==> config.mk <==
export PLATFORM = sky130hd
export DESIGN_NAME = seq_detect_ctrl_flat
export DESIGN_NICKNAME = d
export VERILOG_FILES = /design/src/rtl/seq_detect_ctrl_if.sv /design/src/rtl/seq_detect_ctrl.sv /design/src/flat_wrapper.sv
export SDC_FILE = /design/constraint.sdc
export NUM_CORES = 1
export LEC_CHECK = 0
export CAP_MARGIN = 10
export CELL_PAD_IN_SITES_DETAIL_PLACEMENT = 1
export CELL_PAD_IN_SITES_GLOBAL_PLACEMENT = 2
export CORE_AREA = 2 2 79 81
export CTS_BUF_LIST = sky130_fd_sc_hd__clkbuf_8 sky130_fd_sc_hd__clkbuf_16
export CTS_CLUSTER_DIAMETER = 120
export DETAILED_ROUTE_END_ITERATION = 8
export DIE_AREA = 0 0 81 83
export PLACE_DENSITY = 0.83
export SYNTH_ARGS = -nofsm -noshare
export SYNTH_HDL_FRONTEND = slang
export SYNTH_SLANG_ARGS = --single-unit
==> constraint.sdc <==
create_clock -name clock -period 3 [get_ports clock]
set_input_delay 0.75 -clock clock [delete_from_list [all_inputs] [get_ports clock]]
set_output_delay 0.75 -clock clock [all_outputs]
set_load 0.005 [all_outputs]
==> src/rtl/seq_detect_ctrl_if.sv <==
// seq_detect_ctrl_if
//   Word handshake, configuration and result bundle for seq_detect_ctrl.
//   master : word producer / result consumer (drives cfg_*, in_valid, in_word, in_last)
//   slave  : seq_detect_ctrl (drives in_ready, ser_bit, match, match_count, busy, done)
//   Signals:
//     cfg_pattern [PAT_W] pattern to detect, MSB = first bit in time
//     cfg_overlap         1 = overlapping matches counted
//     in_valid / in_ready word handshake
//     in_word [WORD_W]    data word, shifted out MSB first
//     in_last             marks final word of a frame
//     ser_bit             bit most recently shifted into the detector
//     match               one-cycle pulse per detected pattern
//     match_count [CNT_W] matches in current/last frame
//     busy                controller not idle
//     done                one-cycle pulse at frame completion
interface seq_detect_ctrl_if #(
   parameter int WORD_W = 8,
   parameter int PAT_W  = 4,
   parameter int CNT_W  = 8
);
   logic [PAT_W-1:0]  cfg_pattern;
   logic              cfg_overlap;
   logic              in_valid;
   logic              in_ready;
   logic [WORD_W-1:0] in_word;
   logic              in_last;
   logic              ser_bit;
   logic              match;
   logic [CNT_W-1:0]  match_count;
   logic              busy;
   logic              done;

   modport master (
      output cfg_pattern, cfg_overlap, in_valid, in_word, in_last,
      input  in_ready, ser_bit, match, match_count, busy, done
   );

   modport slave (
      input  cfg_pattern, cfg_overlap, in_valid, in_word, in_last,
      output in_ready, ser_bit, match, match_count, busy, done
   );
endinterface

==> src/rtl/seq_detect_ctrl.sv <==
// seq_detect_ctrl
//   Frame-level controller for a serial pattern detector. Accepts words over a
//   valid/ready handshake, serializes them MSB first into a Moore detector with
//   a programmable pattern and counts matches over a frame, including matches
//   that span word boundaries. A done pulse marks the end of each frame.
//   Ports:
//     clock : system clock, rising edge
//     reset : synchronous active-low reset
//     bus   : seq_detect_ctrl_if.slave (handshake, configuration, results)
//   Build option:
//     SEQ_DETECT_CTRL_SAT_EN defined   -> match_count saturates at all-ones
//     SEQ_DETECT_CTRL_SAT_EN undefined -> match_count wraps modulo 2^CNT_W
module seq_detect_ctrl #(
   parameter int WORD_W = 8,
   parameter int PAT_W  = 4,
   parameter int CNT_W  = 8
) (
   input logic               clock,
   input logic               reset,
   seq_detect_ctrl_if.slave  bus
);

   localparam int FW = $clog2(PAT_W + 1);
   localparam int IW = (WORD_W > 1) ? $clog2(WORD_W) : 1;

   typedef enum logic [1:0] {IDLE, SHIFT, DONE} state_t;

   state_t            state;
   logic [WORD_W-1:0] shreg;
   logic [PAT_W-1:0]  history;
   logic [PAT_W-1:0]  pat_q;
   logic              ovl_q;
   logic [FW-1:0]     fill;
   logic [IW-1:0]     bit_idx;
   logic              last_q;
   logic              frame_open;
   logic              ser_q;
   logic              match_q;
   logic              done_q;
   logic [CNT_W-1:0]  count_q;

   logic              cur_bit;
   logic [PAT_W-1:0]  hist_nx;
   logic [FW-1:0]     fill_inc;
   logic [FW-1:0]     fill_nx;
   logic              hit;
   logic [CNT_W-1:0]  count_nx;

   // Detector next-state: the window is only valid once PAT_W bits have been
   // seen since frame start (or since the last hit in non-overlap mode).
   always_comb begin
      cur_bit  = shreg[WORD_W-1];
      hist_nx  = {history[PAT_W-2:0], cur_bit};
      fill_inc = (fill == FW'(PAT_W)) ? fill : fill + 1'b1;
      hit      = (fill_inc == FW'(PAT_W)) && (hist_nx == pat_q);
      fill_nx  = (hit && !ovl_q) ? '0 : fill_inc;
`ifdef SEQ_DETECT_CTRL_SAT_EN
      count_nx = (count_q == '1) ? count_q : count_q + 1'b1;
`else
      count_nx = count_q + 1'b1;
`endif
   end

   always_ff @(posedge clock) begin
      if (!reset) begin
         state      <= IDLE;
         shreg      <= '0;
         history    <= '0;
         pat_q      <= '0;
         ovl_q      <= 1'b0;
         fill       <= '0;
         bit_idx    <= '0;
         last_q     <= 1'b0;
         frame_open <= 1'b0;
         ser_q      <= 1'b0;
         match_q    <= 1'b0;
         done_q     <= 1'b0;
         count_q    <= '0;
      end else begin
         match_q <= 1'b0;
         done_q  <= 1'b0;
         case (state)
            IDLE: begin
               if (bus.in_valid) begin
                  shreg   <= bus.in_word;
                  last_q  <= bus.in_last;
                  bit_idx <= '0;
                  state   <= SHIFT;
                  // First word of a frame: configuration is frozen here and
                  // the detector window starts empty.
                  if (!frame_open) begin
                     pat_q      <= bus.cfg_pattern;
                     ovl_q      <= bus.cfg_overlap;
                     history    <= '0;
                     fill       <= '0;
                     count_q    <= '0;
                     frame_open <= 1'b1;
                  end
               end
            end
            SHIFT: begin
               shreg   <= {shreg[WORD_W-2:0], 1'b0};
               ser_q   <= cur_bit;
               history <= hist_nx;
               fill    <= fill_nx;
               match_q <= hit;
               if (hit) count_q <= count_nx;
               bit_idx <= bit_idx + 1'b1;
               if (bit_idx == IW'(WORD_W - 1)) begin
                  if (last_q) begin
                     state  <= DONE;
                     done_q <= 1'b1;
                  end else begin
                     state <= IDLE;
                  end
               end
            end
            DONE: begin
               frame_open <= 1'b0;
               state      <= IDLE;
            end
            default: state <= IDLE;
         endcase
      end
   end

   assign bus.in_ready    = reset && (state == IDLE);
   assign bus.busy        = (state != IDLE);
   assign bus.ser_bit     = ser_q;
   assign bus.match       = match_q;
   assign bus.done        = done_q;
   assign bus.match_count = count_q;

endmodule

==> src/flat_wrapper.sv <==
// flat-port wrapper written by rule: the top's interface ports become plain ports
module seq_detect_ctrl_flat 
#(
   parameter int WORD_W = 8,
   parameter int PAT_W  = 4,
   parameter int CNT_W  = 8
)
  (clock, reset, bus_cfg_pattern, bus_cfg_overlap, bus_in_valid, bus_in_word, bus_in_last, bus_in_ready, bus_ser_bit, bus_match, bus_match_count, bus_busy, bus_done);
  seq_detect_ctrl_if #(.WORD_W(WORD_W), .PAT_W(PAT_W), .CNT_W(CNT_W)) bus_i ();
  input logic clock;
  input logic reset;
  input wire logic [$bits(bus_i.cfg_pattern)-1:0] bus_cfg_pattern;
  input wire logic [$bits(bus_i.cfg_overlap)-1:0] bus_cfg_overlap;
  input wire logic [$bits(bus_i.in_valid)-1:0] bus_in_valid;
  input wire logic [$bits(bus_i.in_word)-1:0] bus_in_word;
  input wire logic [$bits(bus_i.in_last)-1:0] bus_in_last;
  output wire logic [$bits(bus_i.in_ready)-1:0] bus_in_ready;
  output wire logic [$bits(bus_i.ser_bit)-1:0] bus_ser_bit;
  output wire logic [$bits(bus_i.match)-1:0] bus_match;
  output wire logic [$bits(bus_i.match_count)-1:0] bus_match_count;
  output wire logic [$bits(bus_i.busy)-1:0] bus_busy;
  output wire logic [$bits(bus_i.done)-1:0] bus_done;
  assign bus_i.cfg_pattern = bus_cfg_pattern;
  assign bus_i.cfg_overlap = bus_cfg_overlap;
  assign bus_i.in_valid = bus_in_valid;
  assign bus_i.in_word = bus_in_word;
  assign bus_i.in_last = bus_in_last;
  assign bus_in_ready = bus_i.in_ready;
  assign bus_ser_bit = bus_i.ser_bit;
  assign bus_match = bus_i.match;
  assign bus_match_count = bus_i.match_count;
  assign bus_busy = bus_i.busy;
  assign bus_done = bus_i.done;
  seq_detect_ctrl #(.WORD_W(WORD_W), .PAT_W(PAT_W), .CNT_W(CNT_W)) u_core (.clock(clock), .reset(reset), .bus(bus_i));
endmodule
After elaboration in Yosys (flattened, before gate mapping)
Index checks and enable logic that the tools add are counted.

word-level totals
  register bits = 37
  bits of input ports = 17
  output and inout bits = 13
  logic and storage cells = 67

cells by class
  add/subtract/negate cells = 3
  equal/unequal tests = 10
  multiplexer cells = 23
  bitwise gates (word level) = 1
  reductions and logical operators = 17

operators by type and width
  kind                   number
  $mux W8                4
  $pmux W8 S2            2
  $mux W3                7
  $pmux W3 S2            3
  $reduce_and A2 Y1      5
  $eq A3 B3 Y1 const B   3
  $reduce_and A3 Y1      3
  $add A8 B1 Y8 const B  1
  $add A3 B1 Y3 const B  2
  $mux W2                3
  $reduce_bool A2 Y1     3
  $eq A4 B4 Y1           1
  $ne A2 B1 Y1 const B   2
  $ne A2 B2 Y1 const B   2
  $pmux W2 S2            1
  $reduce_and A4 Y1      1
  $logic_and A1 B1 Y1    3
  $eq A2 B1 Y1 const B   1
  $eq A2 B2 Y1 const B   1
  $logic_not A2 Y1       1
  $mux W1                2
  $pmux W1 S2            1
  $logic_not A1 Y1       1
  $not A1 Y1             1

Longest topological paths before layout
  depth after elaboration = 7
  mapped depth = 7
  gate-level depth less buffers = 6

Worst setup path after synthesis
No wires, ideal clock.

  kind = input to output
  start point = in reset
  end point = out bus_in_ready
  arrival time = 1,565 ps
  data required time = 2,250 ps
  path slack = 685 ps
  stages = 4
  buffers on the path = 2
  cells stage by stage = clkbuf_1 -> clkinv_1 -> clkbuf_1 -> nor2_1

on the way
  cells in the longest elaborated chain, start to end = 1

ends and longest elaborated chain
  item                 RTL line                RTL
  start, declared      flat_wrapper.sv:11      input logic reset;
  $logic_and A1 B1 Y1  seq_detect_ctrl.sv:127  assign bus.in_ready = reset && (state == IDLE);
  end, declared        flat_wrapper.sv:17      output wire logic [$bits(bus_i.in_ready)-1:0] bus_in_ready;

No other way between the ends.

Final worst setup path
Same ends and word-level chain as after synthesis.

==> run_results.csv <==
group,metric,value,unit
outcome,outcome,"complete, no violations",
clock_network,clk_pin_slew,70,ps
finish,nFillCells,729,
placement,dpl.hpwl,3190,um
route,postRouteAntennaNets,0,
sta,period_needed,2790,ps
logic_synthesis,ys_seq_area_share,42.1,%
power_and_ir_drop,power.internal,0.758,mW
clock_network,hold_buffers,0,
sta,drv_slew,0,
sta,slew_headroom,65.8,%
setup_path,critPathLaunchType,"input pin",
power_and_ir_drop,ir_drop,0.176,mV
setup_path,worstPathMaxFanout,4,
grt,grt_usage,14.3,%
sta,skew,4.91,ps
grt,grt_overflow_total,0,
placement,dp.cells,305,
clock_network,cts_sinks,37,
route,vias,1604,
logic_synthesis,ys_types,42,
power_and_ir_drop,combPwrFrac,13.9,%
finish,multi_input_area,946,um^2
grt,antenna_found_initial,0,
floorplanning,io_pins,30,
clock_network,post_cts.repair.setup_buffers,0,
setup_path,critical_path_class,"in2out",
job,cap_violations,0,
grt,grt_pass1_wl,7550,um
floorplanning,die_h,83,um
logic_synthesis,syn_area,1760,um^2
sta,hold_viol,0,
logic_synthesis,ys_ff_latch,37,
sta,setup_tns,0,ps
finish,final_cells,312,
power_and_ir_drop,leakagePower,0.815,nW
clock_network,cts_buffer_depth,2,
logic_synthesis,synth_edf_count,0,
route,drcViolationCount,0,
floorplanning,die-area,6720,um^2
finish,drive_gt1_share,6.33,%
sta,setup_viol,0,
sta,period_share,93.0,%
sta,tightest_slew,509,ps
setup_path,cp.required,2250,ps
placement,globalplace.congestion,0.814,
clock_network,cts_inserted_buffers,5,
logic_synthesis,postSynthCellCount,206,
setup_path,endpoint_kind,"output port",
finish,regArea,741,um^2
route,drtIter0Drc,41,
finish,layout_commonest_cell,"dfxtp_1",
clock_network,cts_tree,"done",
route,drtPass1Iterations,4,
power_and_ir_drop,switching_power,0.263,mW
setup_path,crit_arrival,2040,ps
worst_hold_path,hp-class,"reg2reg",
clock_network,cts_max_level,2,
logic_synthesis,syn_area_per_cell,8.55,um^2
route,routed_wl,4410,um
placement,port-buffer-count,29,
floorplanning,fp-row-count,28,
clock_network,cts_root_buf,"clkbuf_8",
logic_synthesis,synth_ff_type,"dfxtp_1",
clock_network,cts_resized,0,
logic_synthesis,yosys_warnings,0,
power_and_ir_drop,power_frac_clock,34.2,%
worst_hold_path,whs_path_depth,2,
clock_network,clk_latency,290,ps
power_and_ir_drop,switching_share,25.7,%
floorplanning,initial_core_util,30.3,%
power_and_ir_drop,p_seq_share,51.9,%
route,wl_per_cell,14.1,um
sta,max_clock_freq,358,MHz
power_and_ir_drop,power_density,457,nW/um^2
floorplanning,core_area,5820,um^2
finish,mostFrequentLayoutCells,"dfxtp_1 (37), nor2_1 (29), clkdlybuf4s50_1 (29), nand2_1 (26), mux2i_1 (9)",
sta,rsz0062_at_grt,"false",
finish,areaGrowthSynthToFinish,26.8,%
finish,nets,259,
logic_synthesis,async_flop_share,0,%
finish,antenna_cells,0,
floorplanning,fp.dieW,81,um
logic_synthesis,synthesis.nets,228,
grt,grt_pass1_vias,1632,
route,drt-vias-per-instance,5.14,
grt,grt_start_max_net_pins,28,
setup_path,r2r_cells,6,
[registers in the layout, indices dropped and copies added, names as in the netlist]
name and count:
u_core.bus.match 1, u_core.history 3, u_core.fill 3, u_core.bus.match_count 8, u_core.pat_q 4, u_core.bit_idx 3, u_core.last_q 1, u_core.bus.ser_bit 1
u_core.ovl_q 1, u_core.bus.done 1, u_core.frame_open 1, u_core.shreg 8, u_core.state 2
[cells by family after synthesis]
logic type / Yosys count / synth area share, %
multiplexers: 9 / 5.12
AO/OA/AOI/OAI: 41 / 16.6
buffers and inverters: 19 / 4.55
flip-flops: 37 / 42.1
AND/OR/NAND/NOR: 91 / 26.2
adder cells (fa/ha/maj): 5 / 3.55
XOR/XNOR: 4 / 1.99
[final timing paths]
check | end | slack, ps | start
min reg2reg | u_core.bus.ser_bit$_SDFFE_PN0P_ | 470 | u_core.bus.ser_bit$_SDFFE_PN0P_
max | bus_in_ready | 210 | reset
max reg2reg | u_core.bus.match_count[5]$_SDFFE_PN0P_ | 620 | u_core.fill[0]$_SDFFE_PN0P_
min | u_core.bus.ser_bit$_SDFFE_PN0P_ | 470 | u_core.bus.ser_bit$_SDFFE_PN0P_
[power groups by stage]
stage	clock, mW	combinational [mW]	sequential, mW
3_3_place_gp	0	0.143	0.540
6_report	0.349	0.142	0.529
2_1_floorplan	0	0.0888	0.534
5_1_grt	0.385	0.161	0.532
3_5_place_dp	0	0.145	0.540
4_1_cts	0.366	0.146	0.529
[metal layers]
layer / share of wire [%] / up-vias / routed length [um] / track usage (%)
met2: 48 / 28 / 2130 / 24.0
met4: 1.7 / 0 / 73 / 5.55
met3: 3.2 / 7 / 140 / 2.93
met1: 47 / 761 / 2070 / 17.5
li1: - / 808 / - / -
met5: 0 / - / 0 / 0
[per-stage QoR]
step	hold WS [ps]	power [mW]	area, um^2	setup slack [ps]	util (%)
floorplan	444	0.623	1760	685	-
global placement	452	0.682	2150	176	36.9
detailed placement	455	0.685	2150	183	36.9
CTS	474	1.04	2230	176	38.4
global route	501	1.08	2230	114	38.4
finish	469	1.02	2230	210	38.4
[cell usage after synthesis, drive strengths merged (3+ instances only)]
master	count	area (um^2)
o21ai	6	30.0
nand2	26	97.6
xnor2	4	35.0
mux2i	9	90.1
a311oi	7	61.3
nor3	4	20.0
a31oi	5	31.3
nor4	3	18.8
nand3	4	20.0
or3	3	18.8
nand3b	4	30.0
ha	5	62.6
nor2	29	109
nand4	4	31.3
dfxtp	37	741
a211oi	3	22.5
a22oi	4	30.0
inv	7	26.3
clkbuf	9	33.8
o211ai	3	22.5
a21oi	6	30.0
[layout make-up]
class | count | area share [%]
clock buffers | 6 | 3.70
clock inverters | 1 | 0.168
inverters | 8 | 1.35
multi-input cells | 150 | 42.4
flip-flops and latches | 37 | 33.2
well taps | 75 | 4.20
repair buffers | 35 | 15.0
[critical path, cell delays in order]
cell and delay, ps:
clkdlybuf4s50_1 560, clkinv_1 110, nor2_1 110, clkdlybuf4s50_1 500
No activity file was read; power rests on OpenSTA's default activity.
